$ cat src/rtl/player_ctrl_if.sv
// Control/status bundle between the input debouncer, player_ctrl and the
// bullet/sprite renderers.
interface player_ctrl_if #(
  parameter int unsigned X_WIDTH     = 10,
  parameter int unsigned LIVES_WIDTH = 2
);
  logic                   frame;
  logic                   left;
  logic                   right;
  logic                   fire;
  logic                   hit;
  logic [X_WIDTH-1:0]     player_x;
  logic [X_WIDTH-1:0]     player_y;
  logic                   shot_req;
  logic [X_WIDTH-1:0]     shot_x;
  logic [LIVES_WIDTH-1:0] lives;
  logic                   alive;
  logic                   game_over;

  modport master (
    output frame, left, right, fire, hit,
    input  player_x, player_y, shot_req, shot_x, lives, alive, game_over
  );

  modport slave (
    input  frame, left, right, fire, hit,
    output player_x, player_y, shot_req, shot_x, lives, alive, game_over
  );
endinterface

$ cat src/rtl/player_ctrl.sv
// Frame-synchronous cannon controller: sticky inputs, clamped per-frame moves,
// rate-limited shots and the alive/dying/over life cycle.
module player_ctrl #(
  parameter int unsigned X_WIDTH       = 10,
  parameter int unsigned START_X       = 304,
  parameter int unsigned START_Y       = 440,
  parameter int unsigned STEP          = 2,
  parameter int unsigned MIN_X         = 16,
  parameter int unsigned MAX_X         = 608,
  parameter int unsigned FIRE_COOLDOWN = 8,
  parameter int unsigned DEATH_FRAMES  = 60,
  parameter int unsigned LIVES         = 3,
  parameter int unsigned LIVES_WIDTH   = 2,
  parameter int unsigned SHOT_OFFSET   = 15
) (
  input logic           clk,
  input logic           rst,
  player_ctrl_if.slave  bus
);

  localparam int unsigned CdW = $clog2(FIRE_COOLDOWN + 1);
  localparam int unsigned DcW = $clog2(DEATH_FRAMES + 1);

  typedef logic [X_WIDTH:0] xe_t;
  localparam xe_t MinX = xe_t'(MIN_X);
  localparam xe_t MaxX = xe_t'(MAX_X);
  localparam xe_t Step = xe_t'(STEP);

  typedef enum logic [1:0] {StAlive, StDying, StOver} state_e;

  state_e                 state_q, state_d;
  logic [X_WIDTH-1:0]     x_q, x_d;
  logic [X_WIDTH-1:0]     shot_x_q, shot_x_d;
  logic                   shot_req_q, shot_req_d;
  logic [LIVES_WIDTH-1:0] lives_q, lives_d;
  logic [CdW-1:0]         cd_q, cd_d;
  logic [DcW-1:0]         death_q, death_d;
  logic                   stk_l_q, stk_l_d, stk_r_q, stk_r_d, stk_f_q, stk_f_d;

  logic eff_l, eff_r, eff_f;
  xe_t  x_ext;

  always_comb begin
    state_d    = state_q;
    x_d        = x_q;
    shot_x_d   = shot_x_q;
    shot_req_d = 1'b0;
    lives_d    = lives_q;
    cd_d       = cd_q;
    death_d    = death_q;
    eff_l      = stk_l_q | bus.left;
    eff_r      = stk_r_q | bus.right;
    eff_f      = stk_f_q | bus.fire;
    x_ext      = {1'b0, x_q};
    // Flags collect input between frames and restart on every frame cycle.
    stk_l_d    = bus.frame ? 1'b0 : eff_l;
    stk_r_d    = bus.frame ? 1'b0 : eff_r;
    stk_f_d    = bus.frame ? 1'b0 : eff_f;

    case (state_q)
      StAlive: begin
        if (bus.hit) begin
          lives_d = lives_q - 1'b1;
          if (lives_q == LIVES_WIDTH'(1)) begin
            state_d = StOver;
          end else begin
            state_d = StDying;
            death_d = DcW'(DEATH_FRAMES);
          end
        end else if (bus.frame) begin
          if (eff_l && !eff_r) begin
            x_d = (x_ext >= MinX + Step) ? X_WIDTH'(x_ext - Step) : X_WIDTH'(MIN_X);
          end else if (eff_r && !eff_l) begin
            x_d = (x_ext + Step <= MaxX) ? X_WIDTH'(x_ext + Step) : X_WIDTH'(MAX_X);
          end
          if (cd_q != '0) begin
            cd_d = cd_q - 1'b1;
          end else if (eff_f) begin
            shot_req_d = 1'b1;
            shot_x_d   = x_q + X_WIDTH'(SHOT_OFFSET);
            cd_d       = CdW'(FIRE_COOLDOWN - 1);
          end
        end
      end
      StDying: begin
        if (bus.frame) begin
          if (death_q == DcW'(1)) begin
            state_d = StAlive;
            x_d     = X_WIDTH'(START_X);
            cd_d    = '0;
            death_d = '0;
          end else begin
            death_d = death_q - 1'b1;
          end
        end
      end
      StOver: begin
      end
      default: state_d = StAlive;
    endcase
  end

  always_ff @(posedge clk or negedge rst) begin
    if (!rst) begin
      state_q    <= StAlive;
      x_q        <= X_WIDTH'(START_X);
      shot_x_q   <= '0;
      shot_req_q <= 1'b0;
      lives_q    <= LIVES_WIDTH'(LIVES);
      cd_q       <= '0;
      death_q    <= '0;
      stk_l_q    <= 1'b0;
      stk_r_q    <= 1'b0;
      stk_f_q    <= 1'b0;
    end else begin
      state_q    <= state_d;
      x_q        <= x_d;
      shot_x_q   <= shot_x_d;
      shot_req_q <= shot_req_d;
      lives_q    <= lives_d;
      cd_q       <= cd_d;
      death_q    <= death_d;
      stk_l_q    <= stk_l_d;
      stk_r_q    <= stk_r_d;
      stk_f_q    <= stk_f_d;
    end
  end

  assign bus.player_x  = x_q;
  assign bus.player_y  = X_WIDTH'(START_Y);
  assign bus.shot_req  = shot_req_q;
  assign bus.shot_x    = shot_x_q;
  assign bus.lives     = lives_q;
  assign bus.alive     = (state_q == StAlive);
  assign bus.game_over = (state_q == StOver);

endmodule

$ cat src/flat_wrapper.sv
// flat-port wrapper written by rule: the top's interface ports become plain ports
module player_ctrl_flat 
#(
  parameter int unsigned X_WIDTH       = 10,
  parameter int unsigned START_X       = 304,
  parameter int unsigned START_Y       = 440,
  parameter int unsigned STEP          = 2,
  parameter int unsigned MIN_X         = 16,
  parameter int unsigned MAX_X         = 608,
  parameter int unsigned FIRE_COOLDOWN = 8,
  parameter int unsigned DEATH_FRAMES  = 60,
  parameter int unsigned LIVES         = 3,
  parameter int unsigned LIVES_WIDTH   = 2,
  parameter int unsigned SHOT_OFFSET   = 15
)
  (clk, rst, bus_frame, bus_left, bus_right, bus_fire, bus_hit, bus_player_x, bus_player_y, bus_shot_req, bus_shot_x, bus_lives, bus_alive, bus_game_over);
  player_ctrl_if #(.X_WIDTH(X_WIDTH), .LIVES_WIDTH(LIVES_WIDTH)) bus_i ();
  input logic clk;
  input logic rst;
  input wire logic [$bits(bus_i.frame)-1:0] bus_frame;
  input wire logic [$bits(bus_i.left)-1:0] bus_left;
  input wire logic [$bits(bus_i.right)-1:0] bus_right;
  input wire logic [$bits(bus_i.fire)-1:0] bus_fire;
  input wire logic [$bits(bus_i.hit)-1:0] bus_hit;
  output wire logic [$bits(bus_i.player_x)-1:0] bus_player_x;
  output wire logic [$bits(bus_i.player_y)-1:0] bus_player_y;
  output wire logic [$bits(bus_i.shot_req)-1:0] bus_shot_req;
  output wire logic [$bits(bus_i.shot_x)-1:0] bus_shot_x;
  output wire logic [$bits(bus_i.lives)-1:0] bus_lives;
  output wire logic [$bits(bus_i.alive)-1:0] bus_alive;
  output wire logic [$bits(bus_i.game_over)-1:0] bus_game_over;
  assign bus_i.frame = bus_frame;
  assign bus_i.left = bus_left;
  assign bus_i.right = bus_right;
  assign bus_i.fire = bus_fire;
  assign bus_i.hit = bus_hit;
  assign bus_player_x = bus_i.player_x;
  assign bus_player_y = bus_i.player_y;
  assign bus_shot_req = bus_i.shot_req;
  assign bus_shot_x = bus_i.shot_x;
  assign bus_lives = bus_i.lives;
  assign bus_alive = bus_i.alive;
  assign bus_game_over = bus_i.game_over;
  player_ctrl #(.X_WIDTH(X_WIDTH), .START_X(START_X), .START_Y(START_Y), .STEP(STEP), .MIN_X(MIN_X), .MAX_X(MAX_X), .FIRE_COOLDOWN(FIRE_COOLDOWN), .DEATH_FRAMES(DEATH_FRAMES), .LIVES(LIVES), .LIVES_WIDTH(LIVES_WIDTH), .SHOT_OFFSET(SHOT_OFFSET)) u_core (.clk(clk), .rst(rst), .bus(bus_i));
endmodule
$ cat config.mk
export PLATFORM = sky130hd
export DESIGN_NAME = player_ctrl_flat
export DESIGN_NICKNAME = d
export VERILOG_FILES = /design/src/rtl/player_ctrl_if.sv /design/src/rtl/player_ctrl.sv /design/src/flat_wrapper.sv
export SDC_FILE = /design/constraint.sdc
export NUM_CORES = 1
export LEC_CHECK = 0
export BUFFER_PORTS_ARGS = -buffer_cell sky130_fd_sc_hd__buf_2
export CELL_PAD_IN_SITES_DETAIL_PLACEMENT = 0
export CELL_PAD_IN_SITES_GLOBAL_PLACEMENT = 1
export CORE_MARGIN = 3
export CORE_UTILIZATION = 43
export CTS_BUF_LIST = sky130_fd_sc_hd__clkbuf_8
export CTS_CLUSTER_DIAMETER = 40
export DETAILED_ROUTE_END_ITERATION = 10
export GPL_TIMING_DRIVEN = 0
export PLACE_DENSITY = 0.82
export SLEW_MARGIN = 25
export SYNTH_ARGS = -nofsm -noshare
export SYNTH_HDL_FRONTEND = slang
export SYNTH_SLANG_ARGS = --single-unit
$ cat constraint.sdc
create_clock -name clk -period 2.7 [get_ports clk]
set_input_delay 0.27 -clock clk [delete_from_list [all_inputs] [get_ports clk]]
set_output_delay 0.27 -clock clk [all_outputs]
set_load 0.05 [all_outputs]
==> results of run 1 <==
==> power groups by stage <==
stage	combinational (mW)	sequential, mW	clock, mW
floorplan	1.10	1.48	0
global route	2.23	1.03	0.407
CTS	2.04	0.992	0.384
detailed placement	2.04	1.00	0
global placement	2.02	0.988	0
finish	2.05	0.991	0.369
==> through the flow <==
stage / power [mW] / util
finish: 3.406 / 0.5266
global route: 3.663 / 0.5266
CTS: 3.420 / 0.5264
detailed placement: 3.039 / 0.5109
global placement: 3.010 / 0.5109
floorplan: 2.573 / -
==> how the worst max path moves through the flow <==
stage                                          to  slack (ps)  depth (start not counted)
6_report       u_core.bus.player_x[7]$_DFFE_PN0P_         170                          8
5_1_grt        u_core.bus.player_x[7]$_DFFE_PN0P_          60                          8
4_1_cts        u_core.bus.player_x[7]$_DFFE_PN0P_         150                          8
3_5_place_dp   u_core.bus.player_x[7]$_DFFE_PN0P_         180                          8
3_3_place_gp   u_core.bus.player_x[7]$_DFFE_PN0P_         140                          8
2_1_floorplan  u_core.bus.player_x[2]$_DFFE_PN0P_         280                          8
==> placed cells by master (no fill, tap or decap), types with 2 or more instances in the layout <==
cell       n
nor3_1     6
o211ai_1   3
nor2_1    24
clkbuf_8   5
nand3_1    5
o32ai_1    2
xnor2_1   12
nor4_1     2
o22ai_1    3
nand2b_1   5
o31ai_1    6
buf_2     37
inv_1     17
dfstp_2    5
ha_1       8
o22a_1     3
a21oi_1   16
o41ai_1    2
a211oi_1   2
a221o_1    2
nor2b_1    2
clkbuf_1   4
a31oi_1    7
o21ai_0   24
conb_1    11
nand2_1   36
nand4_1    3
dfrtp_1   31
or4_1      2
buf_4     13
or2_2      3
a21o_1     3
or4_4      2
==> cell usage after synthesis (all sizes together), types with 2 or more instances <==
library cell | number | area, µm²
nand2 | 36 | 135.1
dfrtp | 32 | 800.8
nor2 | 24 | 90.09
o21ai | 24 | 120.1
buf | 22 | 148.9
a21oi | 16 | 80.08
inv | 15 | 56.30
xnor2 | 12 | 105.1
ha | 8 | 100.1
a31oi | 7 | 43.79
nor3 | 6 | 30.03
o31ai | 6 | 45.04
dfstp | 5 | 131.4
nand2b | 5 | 31.28
nand3 | 5 | 25.02
clkbuf | 4 | 15.01
or4 | 4 | 37.53
a21o | 3 | 22.52
nand4 | 3 | 18.77
o211ai | 3 | 22.52
o22a | 3 | 26.28
o22ai | 3 | 18.77
or2 | 3 | 18.77
a211oi | 2 | 15.01
a221o | 2 | 20.02
a31o | 2 | 17.52
a32oi | 2 | 25.03
conb | 2 | 7.510
nor2b | 2 | 12.51
nor4 | 2 | 12.51
nor4b | 2 | 23.77
o32ai | 2 | 17.52
o41ai | 2 | 17.52
==> cells by family (layout without fill, tap and decap cells) <==
logic type,after synthesis,count (layout),synth area share
flops,37,37,0.3842
xor+xnor,13,13,0.04693
fa+ha+maj,8,8,0.04126
mux,1,1,0.004641
compound gates,84,84,0.2280
buf+inv,41,78,0.09076
simple gates,98,98,0.2011
other cells,2,11,0.003096
==> metal layers <==
layer  up-vias  track usage  part of all wire
met3         8      0.04213             0.064
li1       1082            -                 -
met4         0      0.06588             0.014
met1      1010       0.2657              0.49
met5         -            0                 0
met2        73       0.2824              0.43
==> cell type report <==
type,instances,area (µm²),area share
inverter,15,56.30,0.02029
multi-input combinational,215,1308,0.4711
clock inverter,3,12.51,0.004509
sequential,37,933.4,0.3363
clock buffer,5,68.82,0.02480
buffer,26,163.9,0.05906
timing repair buffer,29,145.1,0.05230
tap,70,87.58,0.03156
==> flip-flops by register name, summed over array words and instances, names as in the netlist <==
| signal | cells |
|---|---|
| u_core.bus.lives | 2 |
| u_core.bus.player_x | 9 |
| u_core.bus.shot_req | 1 |
| u_core.bus.shot_x | 10 |
| u_core.cd_q | 4 |
| u_core.death_q | 6 |
| u_core.state_q | 2 |
| u_core.stk_f_q | 1 |
| u_core.stk_l_q | 1 |
| u_core.stk_r_q | 1 |
==> timing repair <==
item,4_1_cts,5_1_grt
endpoints found under the setup margin,0,2
gates resized for setup,0,1
buffers inserted,0,0
==> worst reg2reg max path, delay by kind of cell, from the launching register on <==
family	cells	cell delay (ps)
AOI/OAI and AO/OA	4	900
adders and majority gates	1	200
buffers and inverters	1	180
DFF	1	490
and+or+nand+nor	2	630
==> results.sh, run 1 <==
export IMPL_status="finished clean"
export IMPL_coreArea_um2=5270
export IMPL_die_h_um=81.12
export IMPL_critPathRequiredTime_ps=2850
export IMPL_grt_pass1_wl_um=9632
export IMPL_grt_pass1_vias=2002
export IMPL_max_freq_mhz=394.9
export IMPL_via_count=2173
export IMPL_slowest_delay_ps=490
export IMPL_drc=0
export IMPL_gr_total_overflow=0
export IMPL_htreeDepth=2
export IMPL_syn_area_um2=2426
export IMPL_maxSlewViolCount=0
export IMPL_crit_family="compound AO/OA/AOI/OAI gates"
export IMPL_worstSkewPairLatency_ps=300
export IMPL_wl_um=5770
export IMPL_synth_seq_cells=37
export IMPL_async_reset_ff_frac=1.000
export IMPL_power_density_nw_per_um2=1227
export IMPL_critPathLaunchType="register"
export IMPL_arrival_ps=2680
export IMPL_rr_endpoint="u_core.bus.player_x[7]$_DFFE_PN0P_"
export IMPL_clock_sinks=37
export IMPL_nets=344
export IMPL_cts_hold_buf=0
export IMPL_min_period_ps=2532
export IMPL_layout_cells_non_filler=400
export IMPL_r2r_cells=8
export IMPL_grt_max_degree=38
export IMPL_r2r_slack_ps=170
export IMPL_wl_per_cell_um=14.43
export IMPL_place_ws_ps=181.8
export IMPL_io_buffers=29
export IMPL_hold_path_class="primary input to asynchronous set/reset pin"
export IMPL_criticalPathCategory="register to register"
export IMPL_startpoint="u_core.bus.player_x[2]$_DFFE_PN0P_"
export IMPL_ys_flop_type="dfrtp_1"
export IMPL_slew_headroom=0.4411
export IMPL_critPathCaptureType="register"
export IMPL_cts_buffers=5
export IMPL_p_leak_nw=1.245
export IMPL_p_int_mw=1.601
export IMPL_pwr_share_comb=0.601
export IMPL_setup_ws_ps=167.7
export IMPL_cp_cell_sequence="ha_1 -> buf_2 -> nand4_1 -> o41ai_1 -> or4_1 -> a31o_1 -> a32oi_2 -> o21ai_0"
export IMPL_cts_tree="done"
export IMPL_drt_first_pass_iters=4
export IMPL_area_growth_pct=14.39
export IMPL_synth_warnings=0
export IMPL_vias_per_cell=5.433
export IMPL_share_seq_of_total_power=0.291
export IMPL_hold_violations=0
export IMPL_dp_cells=392
export IMPL_clockRootBuffer="clkbuf_8"
export IMPL_seq_area_frac_synth=0.3842
export IMPL_rows=26
export IMPL_start_util=0.4604
export IMPL_finish_instance_area_um2=2775
export IMPL_rsz0062_at_grt="no"
export IMPL_drtIter0Drc=151
export IMPL_ioPinCount=42
export IMPL_fin_worst_skew_ps=8.371
export IMPL_path_buf_inv=1
export IMPL_fp_dieW_um=81.12
export IMPL_antenna_diode_count=0
export IMPL_swShare=0.5299
export IMPL_peakVddDrop_mv=0.4550
export IMPL_antenna_left=0
export IMPL_netSwitchingPower_mw=1.805
export IMPL_synth_distinct_cells=54
export IMPL_dp_hpwl_um=4261
export IMPL_pwr_share_clk=0.108
export IMPL_synth_edf_count=0
export IMPL_synth_avg_cell_area_um2=8.543
export IMPL_setup_viol=0
export IMPL_crit_fanout=10
export IMPL_worst_path_max_delay_cell="dfrtp_2"
export IMPL_timing_setup_tns_ps=0
export IMPL_synthCells=284
export IMPL_finalCritPeriodShare=0.9379
export IMPL_drive_gt1_frac=0.2242
export IMPL_maxCapViolCount=0
export IMPL_fillCellCount=531
export IMPL_clock_path_buffers=2
export IMPL_whs_ps=74.70
export IMPL_die_area_um2=6580
export IMPL_grt_usage=0.1882
export IMPL_antenna_found_initial=0
export IMPL_gp_congestion=0.8835
export IMPL_worst_pin_slew_ps=838.4
export IMPL_rr_startpoint="u_core.bus.player_x[2]$_DFFE_PN0P_"
export IMPL_place_area_um2=2693
export IMPL_clk_pin_slew_ps=80
Power figures use the tool's default switching activity.
==> run 2, diff against run 1 <==
--- a/config.mk
+++ b/config.mk
@@ -5,16 +5,17 @@
 export SDC_FILE = /design/constraint.sdc
 export NUM_CORES = 1
 export LEC_CHECK = 0
+export ABC_AREA = 1
 export BUFFER_PORTS_ARGS = -buffer_cell sky130_fd_sc_hd__buf_2
 export CELL_PAD_IN_SITES_DETAIL_PLACEMENT = 0
 export CELL_PAD_IN_SITES_GLOBAL_PLACEMENT = 1
 export CORE_MARGIN = 3
-export CORE_UTILIZATION = 43
+export CORE_UTILIZATION = 42
 export CTS_BUF_LIST = sky130_fd_sc_hd__clkbuf_8
 export CTS_CLUSTER_DIAMETER = 40
 export DETAILED_ROUTE_END_ITERATION = 10
 export GPL_TIMING_DRIVEN = 0
-export PLACE_DENSITY = 0.82
+export PLACE_DENSITY = 0.83
 export SLEW_MARGIN = 25
 export SYNTH_ARGS = -nofsm -noshare
 export SYNTH_HDL_FRONTEND = slang
==> results.sh, run 2 <==
export IMPL_status="finished clean"
export IMPL_antenna_found_initial=0
export IMPL_coreArea_um2=5709
export IMPL_synth_top_area_frac=0.3130
export IMPL_cts_hold_buf=0
export IMPL_syn_area_um2=2559
export IMPL_synth_warnings=0
export IMPL_die_h_um=84.05
export IMPL_critPathRequiredTime_ps=2890
export IMPL_synth_top_cells_by_count="91 x nand2_1, 40 x inv_1, 35 x nor2_1, 32 x dfrtp_1, 25 x nand3_1"
export IMPL_cts_resized=0
export IMPL_grt_pass1_vias=2190
export IMPL_drt_first_pass_iters=4
export IMPL_slowest_delay_ps=600
export IMPL_worst_pin_slew_ps=828.4
export IMPL_drtIter0Drc=99
export IMPL_synth_area_top_cells="dfrtp_1 31%, nand2_1 13%, inv_1 5.9%"
export IMPL_criticalPathCategory="register to register"
export IMPL_cts_buffers=5
export IMPL_maxCapViolCount=0
export IMPL_cts_setup_buffers=0
export IMPL_power_density_nw_per_um2=1067
export IMPL_hold_path_class="primary input to asynchronous set/reset pin"
export IMPL_r2r_slack_ps=600
export IMPL_async_reset_ff_frac=1.000
export IMPL_gr_total_overflow=0
export IMPL_via_count=2268
export IMPL_hold_violations=0
export IMPL_io_buffers=30
export IMPL_clock_sinks=37
export IMPL_grt_max_degree=38
export IMPL_fp_dieW_um=84.05
export IMPL_finalPower_mw=3.120
export IMPL_vias_per_cell=4.867
export IMPL_seq_area_frac_synth=0.3643
export IMPL_worstSkewPairLatency_ps=300
export IMPL_timing_setup_tns_ps=0
export IMPL_clockRootBuffer="clkbuf_8"
export IMPL_nets=408
export IMPL_synth_distinct_cells=38
export IMPL_grt_pass1_wl_um=10100
export IMPL_min_period_ps=2102
export IMPL_clock_path_buffers=2
export IMPL_slew_headroom=0.4477
export IMPL_die_area_um2=7064
export IMPL_cp_cell_sequence="ha_1 -> inv_1 -> nor2_2 -> nand2_1 -> nand2_1 -> nand2_1 -> nor2_1 -> nand3_2 -> nand2_1 -> nand2_2 -> nand2_1 -> nand2_1"
export IMPL_largest_reg_flops=10
export IMPL_p_leak_nw=1.552
export IMPL_drive_gt1_frac=0.2310
export IMPL_critPathCaptureType="register"
export IMPL_worst_path_most_repeated_cell="nand2_1"
export IMPL_peakVddDrop_mv=0.5237
export IMPL_antenna_diode_count=0
export IMPL_dp_hpwl_um=4408
export IMPL_rows=27
export IMPL_layout_commonest_cell="nand2_1"
export IMPL_clk_pin_slew_ps=90
export IMPL_grt_usage=0.1737
export IMPL_antenna_left=0
export IMPL_synth_avg_cell_area_um2=7.374
export IMPL_worst_path_max_delay_cell="dfrtp_1"
export IMPL_crit_fanout=10
export IMPL_drc=0
export IMPL_dp_cells=458
export IMPL_setup_ws_ps=597.9
export IMPL_area_growth_pct=14.23
export IMPL_fin_worst_skew_ps=15.24
export IMPL_arrival_ps=2290
export IMPL_layout_cells_non_filler=466
export IMPL_whs_ps=59.84
export IMPL_ys_flop_type="dfrtp_1"
export IMPL_start_util=0.4482
export IMPL_wl_um=5755
export IMPL_synth_seq_cells=37
export IMPL_wl_per_cell_um=12.35
export IMPL_ioPinCount=42
export IMPL_setup_viol=0
export IMPL_htreeDepth=2
export IMPL_rsz0062_at_grt="no"
export IMPL_layout_common_cells="91 x nand2_1, 40 x inv_1, 35 x nor2_1"
export IMPL_max_freq_mhz=475.7
export IMPL_post_synth_top_count_cell="nand2_1"
export IMPL_finalCritPeriodShare=0.7786
export IMPL_synth_edf_count=0
export IMPL_maxSlewViolCount=0
export IMPL_synthCells=347
export IMPL_critPathLaunchType="register"
export IMPL_synth_top_area_cell="dfrtp_1"
export IMPL_place_ws_ps=628.2
export IMPL_gp_congestion=0.8528
export IMPL_cts_tree="done"
## run 2: area by class of cell
cell class / instances / area (µm²)
well taps: 72 / 90.09
clock buffers: 5 / 68.82
fillers: 567 / 2786
repair buffers: 30 / 150.1
plain buffers: 18 / 133.9
clock inverters: 3 / 21.27
inverters: 46 / 172.7
multi-input cells: 255 / 1354
flip-flops and latches: 37 / 932.1
## run 2: worst paths after layout
| kind | from | end | depth (start not counted) |
|---|---|---|---|
| min in group clk | bus_frame | u_core.stk_r_q$_DFF_PN0_ | 2 |
| hold / removal | rst | u_core.bus.player_x[2]$_DFFE_PN0P_ | 1 |
| max in group asynchronous | rst | u_core.bus.player_x[9]$_DFFE_PN0P_ | 1 |
| setup / recovery | u_core.bus.player_x[1]$_DFFE_PN0P_ | u_core.bus.player_x[7]$_DFFE_PN0P_ | 12 |
| hold reg to reg | u_core.bus.shot_x[4]$_DFFE_PN0P_ | u_core.bus.shot_x[4]$_DFFE_PN0P_ | 2 |
| setup reg to reg | u_core.bus.player_x[1]$_DFFE_PN0P_ | u_core.bus.player_x[7]$_DFFE_PN0P_ | 12 |
## run 2: kinds of logic (layout without fill, tap and decap cells)
group | Yosys count | count (layout) | share of synthesized area
AND/OR/NAND/NOR | 176 | 176 | 0.3125
buffers and inverters | 64 | 102 | 0.1198
AO/OA/AOI/OAI | 50 | 50 | 0.1271
flip-flops | 37 | 37 | 0.3643
XOR/XNOR | 10 | 10 | 0.03423
adder cells (fa/ha/maj) | 8 | 8 | 0.03912
other | 2 | 11 | 0.002935
## run 2: power by group
group	internal [mW]	switching, mW
Sequential	0.763	0.151
Combinational	0.517	1.28
Clock	0.183	0.226
Total	1.46	1.66
## run 2: metrics by stage
stage | util | area [µm²]
after global routing | 0.5119 | 2923
after detailed placement | 0.4962 | 2833
after floorplan | - | 2592
after CTS | 0.5119 | 2923
final | 0.5119 | 2923
after global placement | 0.4962 | 2833
## run 2: metal layers
layer	global-route usage	part of all wire	vias up	wire (µm)
met5	0	0	-	0
met4	0.04678	0.013	0	73
met3	0.03159	0.051	8	292
met2	0.2647	0.42	56	2407
met1	0.2514	0.52	1028	2981
li1	-	-	1176	-
## run 2: critical path: cells and delay by family, from the launching register on
| family | cells | cell delay (ps) |
|---|---|---|
| DFF | 1 | 600 |
| adders and majority gates | 1 | 280 |
| and+or+nand+nor | 10 | 1040 |
| buffers and inverters | 1 | 80 |
